`src/rtl/y86_pkg.sv`:
```
// Shared Y86-64 encodings: instruction codes, ALU functions and branch/cmov conditions.
package y86_pkg;

    localparam logic [3:0] I_HALT  = 4'h0;
    localparam logic [3:0] I_NOP   = 4'h1;
    localparam logic [3:0] I_CMOV  = 4'h2;
    localparam logic [3:0] I_IRMOV = 4'h3;
    localparam logic [3:0] I_RMMOV = 4'h4;
    localparam logic [3:0] I_MRMOV = 4'h5;
    localparam logic [3:0] I_OP    = 4'h6;
    localparam logic [3:0] I_JXX   = 4'h7;
    localparam logic [3:0] I_CALL  = 4'h8;
    localparam logic [3:0] I_RET   = 4'h9;
    localparam logic [3:0] I_PUSH  = 4'hA;
    localparam logic [3:0] I_POP   = 4'hB;

    localparam logic [1:0] ALU_ADD = 2'd0;
    localparam logic [1:0] ALU_SUB = 2'd1;
    localparam logic [1:0] ALU_AND = 2'd2;
    localparam logic [1:0] ALU_XOR = 2'd3;

    localparam logic [3:0] C_ALWAYS = 4'd0;
    localparam logic [3:0] C_LE     = 4'd1;
    localparam logic [3:0] C_L      = 4'd2;
    localparam logic [3:0] C_E      = 4'd3;
    localparam logic [3:0] C_NE     = 4'd4;
    localparam logic [3:0] C_GE     = 4'd5;
    localparam logic [3:0] C_G      = 4'd6;

    localparam logic [3:0] OP_IFUN_MAX   = 4'd3;
    localparam logic [3:0] COND_IFUN_MAX = 4'd6;

endpackage

```
`src/rtl/y86_alu.sv`:
```
// Combinational Y86-64 ALU: result = aluB op aluA, plus the flags that result would set.
module y86_alu
    import y86_pkg::*;
#(
    parameter int DATA_W = 64
) (
    input  logic [DATA_W-1:0] aluA,
    input  logic [DATA_W-1:0] aluB,
    input  logic [1:0]        alufun,
    output logic [DATA_W-1:0] result,
    output logic              zf_n,
    output logic              sf_n,
    output logic              of_n
);

    always_comb begin
        result = '0;
        of_n   = 1'b0;
        unique case (alufun)
            ALU_ADD: begin
                result = aluB + aluA;
                of_n   = (aluA[DATA_W-1] == aluB[DATA_W-1]) &&
                         (result[DATA_W-1] != aluB[DATA_W-1]);
            end
            ALU_SUB: begin
                result = aluB - aluA;
                of_n   = (aluA[DATA_W-1] != aluB[DATA_W-1]) &&
                         (result[DATA_W-1] != aluB[DATA_W-1]);
            end
            ALU_AND: result = aluB & aluA;
            ALU_XOR: result = aluB ^ aluA;
            default: result = '0;
        endcase
        zf_n = (result == '0);
        sf_n = result[DATA_W-1];
    end

endmodule

```
`src/rtl/execute_cc.sv`:
```
// SEQ execute stage: operand muxing into the ALU, the {ZF,SF,OF} condition-code register,
// and the cmov/jump condition evaluated from the already-committed CC.
module execute_cc
    import y86_pkg::*;
#(
    parameter int         DATA_W   = 64,
    parameter logic [2:0] CC_RESET = 3'b100
) (
    input  logic              clk,
    input  logic              rst,
    input  logic [3:0]        icode,
    input  logic [3:0]        ifun,
    input  logic [DATA_W-1:0] valA,
    input  logic [DATA_W-1:0] valB,
    input  logic [DATA_W-1:0] valC,
    output logic [DATA_W-1:0] valE,
    output logic              cnd,
    output logic              zf,
    output logic              sf,
    output logic              of,
    output logic              ifun_err
);

    logic [DATA_W-1:0] w_alu_a;
    logic [DATA_W-1:0] w_alu_b;
    logic [1:0]        w_alufun;
    logic [DATA_W-1:0] w_result;
    logic              w_zf_n;
    logic              w_sf_n;
    logic              w_of_n;
    logic              w_op_ok;
    logic              w_sf_xor_of;
    logic [2:0]        r_cc;

    assign w_op_ok = (icode == I_OP) && (ifun <= OP_IFUN_MAX);

    // Stack adjustments reuse the adder: push/call subtract 8, pop/ret add 8.
    always_comb begin
        w_alu_a  = '0;
        w_alu_b  = '0;
        w_alufun = ALU_ADD;
        case (icode)
            I_CMOV:          w_alu_a = valA;
            I_IRMOV:         w_alu_a = valC;
            I_RMMOV, I_MRMOV: begin
                w_alu_a = valC;
                w_alu_b = valB;
            end
            I_OP: begin
                w_alu_a  = valA;
                w_alu_b  = valB;
                w_alufun = ifun[1:0];
            end
            I_CALL, I_PUSH: begin
                w_alu_a  = DATA_W'(8);
                w_alu_b  = valB;
                w_alufun = ALU_SUB;
            end
            I_RET, I_POP: begin
                w_alu_a = DATA_W'(8);
                w_alu_b = valB;
            end
            default: ;
        endcase
    end

    y86_alu #(.DATA_W(DATA_W)) u_alu (
        .aluA   (w_alu_a),
        .aluB   (w_alu_b),
        .alufun (w_alufun),
        .result (w_result),
        .zf_n   (w_zf_n),
        .sf_n   (w_sf_n),
        .of_n   (w_of_n)
    );

    // An OPq with an undefined ifun aliases onto a real ALU function, so its result is masked.
    assign valE = ((icode == I_OP) && !w_op_ok) ? '0 : w_result;

    always_ff @(posedge clk or posedge rst) begin
        if (rst) begin
            r_cc <= CC_RESET;
        end else if (w_op_ok) begin
            r_cc <= {w_zf_n, w_sf_n, w_of_n};
        end
    end

    assign zf = r_cc[2];
    assign sf = r_cc[1];
    assign of = r_cc[0];
    assign w_sf_xor_of = r_cc[1] ^ r_cc[0];

    always_comb begin
        cnd      = 1'b0;
        ifun_err = 1'b0;
        if ((icode == I_CMOV) || (icode == I_JXX)) begin
            case (ifun)
                C_ALWAYS: cnd = 1'b1;
                C_LE:     cnd = w_sf_xor_of | r_cc[2];
                C_L:      cnd = w_sf_xor_of;
                C_E:      cnd = r_cc[2];
                C_NE:     cnd = !r_cc[2];
                C_GE:     cnd = !w_sf_xor_of;
                C_G:      cnd = !w_sf_xor_of && !r_cc[2];
                default:  ifun_err = 1'b1;
            endcase
        end else if ((icode == I_OP) && (ifun > OP_IFUN_MAX)) begin
            ifun_err = 1'b1;
        end
    end

endmodule

```
`config.mk`:
```
export PLATFORM = sky130hd
export DESIGN_NAME = execute_cc
export DESIGN_NICKNAME = d
export VERILOG_FILES = /design/src/rtl/y86_pkg.sv /design/src/rtl/y86_alu.sv /design/src/rtl/execute_cc.sv
export SDC_FILE = /design/constraint.sdc
export NUM_CORES = 1
export LEC_CHECK = 0
export CAP_MARGIN = 10
export CORE_MARGIN = 2
export CORE_UTILIZATION = 30
export CTS_CLUSTER_DIAMETER = 40
export CTS_CLUSTER_SIZE = 30
export DETAILED_ROUTE_END_ITERATION = 8
export PLACE_DENSITY = 0.56
export SYNTH_ARGS = -nofsm -noshare
export SYNTH_HDL_FRONTEND = slang
export SYNTH_SLANG_ARGS = --single-unit
```
`constraint.sdc`:
```
create_clock -name clk -period 8 [get_ports clk]
set_clock_uncertainty 0.2 [all_clocks]
set_input_delay 1.6 -clock clk [delete_from_list [all_inputs] [get_ports clk]]
set_output_delay 1.6 -clock clk [all_outputs]
set_load 0.01 [all_outputs]
```
==> results of run 1 <==
[cells in the final DEF (no fill, tap or decap), types with 45 or more instances in the layout]
master / Yosys / layout
a21oi_1: 195 / 160
and2_1: 104 / 92
buf_4: 6 / 862
clkdlybuf4s50_1: 0 / 237
ha_1: 142 / 114
inv_1: 156 / 152
nand2_1: 157 / 151
nand3_1: 45 / 45
nor2_1: 172 / 157
o21ai_0: 99 / 79
[synth_stat cells, drive strengths merged, types with 45 or more instances]
| master | number |
|---|---|
| nand3 | 45 |
| clkbuf | 93 |
| ha | 142 |
| o21ai | 115 |
| nor2 | 172 |
| a21oi | 197 |
| nor3 | 53 |
| nand2 | 157 |
| a22oi | 67 |
| and2 | 106 |
| inv | 158 |
[metal layers]
layer | track usage (%) | vias up
li1 | - | 9724
met1 | 50.2 | 10121
met2 | 61.2 | 998
met5 | 0 | -
met3 | 4.22 | 160
met4 | 13.8 | 0
[per-stage QoR]
stage | power [mW] | hold slack, ns | setup TNS, ns | util (%) | setup WS [ns]
2_1_floorplan | 0.901 | 0.286 | 0 | - | 0.414
3_3_place_gp | 2.09 | 0.286 | -32.28 | 52.0 | -1.36
3_5_place_dp | 2.10 | 0.302 | -32.48 | 52.0 | -1.32
4_1_cts | 2.31 | 0.307 | -0.0433 | 55.7 | -0.0203
5_1_grt | 2.58 | 0.320 | -0.290 | 57.3 | -0.0801
6_report | 2.45 | 0.302 | 0 | 57.3 | 0.00268
[final cells by class]
type,instances,area [um2]
sequential,3,76.3
multi-input combinational,1744,13600
clock buffer,4,78.8
fill,4255,18400
tap,585,732
timing repair buffer,1165,9690
inverter,158,593
[cells by family (layout without fill, tap and decap cells)]
logic type | count (synthesis) | count (layout)
and+or+nand+nor | 760 | 760
muxes | 23 | 23
adders and majority gates | 143 | 143
buffers and inverters | 292 | 1327
xor gates and xnor gates | 48 | 48
DFF | 3 | 3
AOI/OAI and AO/OA | 770 | 770
[critical path, delay by kind of cell]
kind                       cells  cell delay (ns)
adders and majority gates      1             0.30
and+or+nand+nor                6             1.09
AOI/OAI and AO/OA              7             1.52
buffers and inverters          9             1.67
[final timing paths]
| kind | depth (start not counted) | from | endpoint |
|---|---|---|---|
| worst min register to register | 2 | r_cc[2] | r_cc[2] |
| min in group asynchronous | 2 | rst | r_cc[0] |
| max in group asynchronous | 2 | rst | r_cc[2] |
| worst max register to register | 2 | r_cc[2] | r_cc[2] |
| worst min-delay path | 2 | r_cc[2] | r_cc[2] |
| worst max-delay path | 23 | icode[0] | valE[25] |
[where the power goes]
group / switching, mW / internal (mW)
sequential: 0.00133 / 0.0166
combinational: 1.21 / 1.14
clock: 0.0142 / 0.0658
total: 1.23 / 1.23
[timing repair]
item,4_1_cts,5_1_grt
pin swaps,88,62
setup endpoints to repair,53,49
setup buffers,39,16
resized for setup,285,115
gates cloned,2,4
==> impl_metrics.tcl, run 1 <==
set metrics [dict create \
    syn_area_per_cell_um2 6.44 \
    yosysWarnings 0 \
    wl_met3_um 7130 \
    synth_xor_area_share_pct 3.20 \
    muxShareOfSynthArea_pct 1.77 \
    die_y_um 213 \
    crit_type "in -> out" \
    power.density_nw_per_um2 99.2 \
    area_growth_pct 88.3 \
    post-route-cell-area_um2 24700 \
    synth_top_cells_by_area "ha_1 (14%), a21oi_1 (7.4%), and2_1 (5.0%)" \
    cp.arrival_ns 6.20 \
    cp_slowest_cell "a211oi_2" \
    die-area_um2 45500 \
    nets 3419 \
    timing.final.max_slew_violations 0 \
    syn-num-nets 2383 \
    max_stage_delay_ns 0.40 \
    cts_made_buffers 3 \
    top_regs "r_cc x3" \
    dp_hpwl_um 72500 \
    largest_reg_flops 3 \
    rsz0062_at_grt "yes" \
    seq_area_frac_synth_pct 0.581 \
    fin_cells 3659 \
    p_leak_nw 11.8 \
    cts_tree "built" \
    outcome "finished clean" \
    slew-limit-headroom_pct 5.01 \
    start_util_pct 30.4 \
    htree_levels 1 \
    grt_max_degree 42 \
    synthFlopType "dfrtp_1" \
    clk_path_buf_depth 2 \
    worst_setup_path_end_kind "output pin" \
    drt_iter0_markers 1955 \
    drc 0 \
    top_register "r_cc" \
    synth_top_family_by_area "compound AO/OA/AOI/OAI gates" \
    async_reset_ff_share_pct 100 \
    portBuffers 270 \
    topRoutingLayerUsed "met4" \
    tightest_slew_ns 1.42 \
    antenna_cells 0 \
    path_max_fanout 8 \
    grt_pass1_vias 20345 \
    final_hold_viol_count 0 \
    drive_above_1_share_pct 39.3 \
    period_minus_slack_ns 8.00 \
    drt-met1-wl_um 38400 \
    finalCritPeriodShare_pct 100 \
    cp_cell_sequence "clkdlybuf4s15_1, and2_4, buf_4, o21ai_4, buf_12, buf_12, buf_4, and2_1, ha_2, a21oi_2, o21ai_2, a31o_2, nor4_4, buf_4, nor4_4, or3_1, a21oi_1, buf_4, o21ai_0, a211oi_2, buf_4, and2_1, dlygate4sd2_1" \
    cts_root_buf "clkbuf_16" \
    track_usage_pct 37.3 \
    setup.worst_path.start_class "input pin" \
    synth_compound_area_share_pct 41.0 \
    worstHoldPathType "reg -> reg" \
    io-pin-count 271 \
    antenna_found_initial 1 \
    vdd.ir_drop.worst_uv 161 \
    wire_per_inst_um 24.3 \
    cp.required_ns 6.20 \
    overflow 0 \
    r2r_setup_slack_ns 7.03 \
    max_freq_ghz 0.125 \
    post-synth-top-area-fraction_pct 13.5 \
    synthAdderAreaFrac_pct 13.6 \
    synth_edf_count 0 \
    yosysTopAreaCell "ha_1" \
    clock_sinks 3 \
    core_um2 43200 \
    dr_wl_met2_um 39500 \
    die_w_um 213 \
    synthCells 2039 \
    clk_pin_slew_ns 0.03 \
    vias_per_cell 5.74 \
    setup_viol 0 \
    netlist_area_um2 13100 \
    place_inst 3600 \
    clk_latency_ns 0.22 \
    drtPass1Iterations 8 \
    rows 76 \
    routed_wl_um 88800 \
    grt_pass1_wl_um 127000 \
    placedInstanceArea_um2 22500 \
    gp_congestion 1.00 \
    cp_common_cell "buf_4" \
    synth_cell_types 110 \
    ant_nets 0 \
    vias 21003 \
    max-cap-violations 0 \
    ys_seq_elements 3 \
    yosys.area_share.simple_pct 30.9 \
    hold_buffers 0 \
]
No activity file was read; power rests on OpenSTA's default activity.
==> run 2: changes to the inputs <==
Settings changed: CORE_UTILIZATION 30 to 40, PLACE_DENSITY 0.56 to 0.63.
==> impl_metrics.tcl, run 2 (same netlist as run 1, synthesis figures left out) <==
set metrics [dict create \
    largest_reg_flops 3 \
    drc 0 \
    drt_iter0_markers 2586 \
    setup.worst_path.start_class "input pin" \
    grt_pass1_vias 20600 \
    clk_pin_slew_ns 0.03 \
    hold_depth 2 \
    track_usage_pct 45.9 \
    drive_above_1_share_pct 35.7 \
    cp.required_ns 6.20 \
    cts_made_buffers 3 \
    slew-limit-headroom_pct 18.5 \
    portBuffers 270 \
    setup_viol 6 \
    hold_buffers 0 \
    outcome "finished with violations" \
    io-pin-count 271 \
    routed_wl_um 84200 \
    grt_pass1_wl_um 121000 \
    vias_per_cell 6.31 \
    vias 21588 \
    fin_util_pct 72.0 \
    rows 66 \
    clk_path_buf_depth 2 \
    top_regs "r_cc x3" \
    power.density_nw_per_um2 99.7 \
    timing.final.max_slew_violations 0 \
    area_growth_pct 78.0 \
    rr_endpoint "r_cc[2]" \
    wire_per_inst_um 24.6 \
    top_register "r_cc" \
    grt_max_degree 42 \
    final_common_cell "buf_4" \
    dp_hpwl_um 66600 \
    p_leak_nw 11.3 \
    tightest_slew_ns 1.22 \
    worst_setup_path_end_kind "output pin" \
    ant_nets 0 \
    crit_type "in -> out" \
    cts_root_buf "clkbuf_16" \
    min_to "r_cc[2]" \
    gp_congestion 1.11 \
    drtPass1Iterations 8 \
    timing.final.ws_setup_ns -0.177 \
    reg2reg_depth 2 \
    core_um2 32500 \
    period_minus_slack_ns 8.18 \
    final_cell_mix "buf_4 (775), clkdlybuf4s50_1 (235), a21oi_1 (169)" \
    r2r-start "r_cc[2]" \
    whs_ns 0.311 \
    r2r_setup_slack_ns 7.02 \
    clk_latency_ns 0.22 \
    rsz0062_at_grt "yes" \
    overflow 0 \
    failed_checks "negative setup slack" \
    path_max_fanout 8 \
    antenna_found_initial 5 \
    htree_levels 1 \
    p_total_mw 2.33 \
    final_hold_viol_count 0 \
    die_w_um 185 \
    finalCritPeriodShare_pct 102 \
    cp.arrival_ns 6.38 \
    die-area_um2 34300 \
    start_util_pct 40.5 \
    fill_cells 2739 \
    max_freq_ghz 0.122 \
    max-cap-violations 0 \
    worstHoldPathType "reg -> reg" \
    vdd.ir_drop.worst_uv 134 \
    die_y_um 185 \
    min_from "r_cc[2]" \
    clock_sinks 3 \
    nets 3321 \
    cts_tree "built" \
]
-- run 2: layout make-up --
class,instances,area (um2),share of cell area [%]
repair buffers,1067,8930,38.2
multi-input cells,1744,13100,56.2
diodes,1,2.50,0.0107
clock buffers,4,78.8,0.337
inverters,158,593,2.54
well taps,442,553,2.37
flip-flops and latches,3,76.3,0.327
-- run 2: worst max path at each step --
stage	startpoint	endpoint	slack, ns	depth (start not counted)
3_3_place_gp	icode[1]	valE[55]	-1.07	24
4_1_cts	icode[1]	valE[52]	-0.05	24
5_1_grt	icode[0]	valE[25]	-0.25	23
2_1_floorplan	icode[0]	valE[63]	0.41	21
3_5_place_dp	icode[1]	valE[55]	-1.25	24
6_report	icode[0]	valE[25]	-0.18	24
-- run 2: where the power goes --
| part | switching (mW) | internal, mW | leakage [nW] |
|---|---|---|---|
| Combinational | 1.17 | 1.06 | 11.3 |
| Clock | 0.0146 | 0.0659 | 0.0382 |
| Sequential | 0.00140 | 0.0166 | 0.0375 |
| Total | 1.19 | 1.14 | 11.3 |
-- run 2: metrics by stage --
stage	area, um2	setup WS (ns)	std cells	setup TNS (ns)
global placement	21600	-1.07	3368	-22.31
global route	23400	-0.254	3418	-1.09
detailed placement	21600	-1.25	3368	-27.79
CTS	22500	-0.0515	3395	-0.119
finish	23400	-0.177	3419	-0.509
floorplan	13100	0.414	2039	0
-- run 2: layer usage --
metal  vias up  part of all wire, %  GRT usage, %
met5         -                0.013             0
met4         2                  7.1          24.7
met3       399                   12          11.4
met2      1542                   43          73.3
met1     10107                   38          56.6
li1       9538                    -             -
-- run 2: critical path: stages --
cell and delay, ns:
dlygate4sd2_1 0.26, and2_4 0.16, a21boi_4 0.16, nor2_4 0.06, buf_4 0.17, clkbuf_16 0.19
a22oi_1 0.29, ha_1 0.31, o21ai_0 0.20, buf_4 0.16, nor2_1 0.05, nand2_2 0.21
a21oi_4 0.07, nor4_4 0.39, buf_4 0.19, nor4_2 0.04, or3_1 0.31, a21oi_1 0.15
buf_4 0.17, o21ai_0 0.09, a211oi_1 0.23, buf_4 0.19, and2_1 0.15, clkdlybuf4s50_1 0.54
-- run 2: repair_timing --
item | in CTS | in global routing
setup endpoints to repair | 51 | 50
resized for setup | 167 | 156
gates cloned | 1 | 4
setup buffers | 22 | 20
pin swaps | 43 | 59
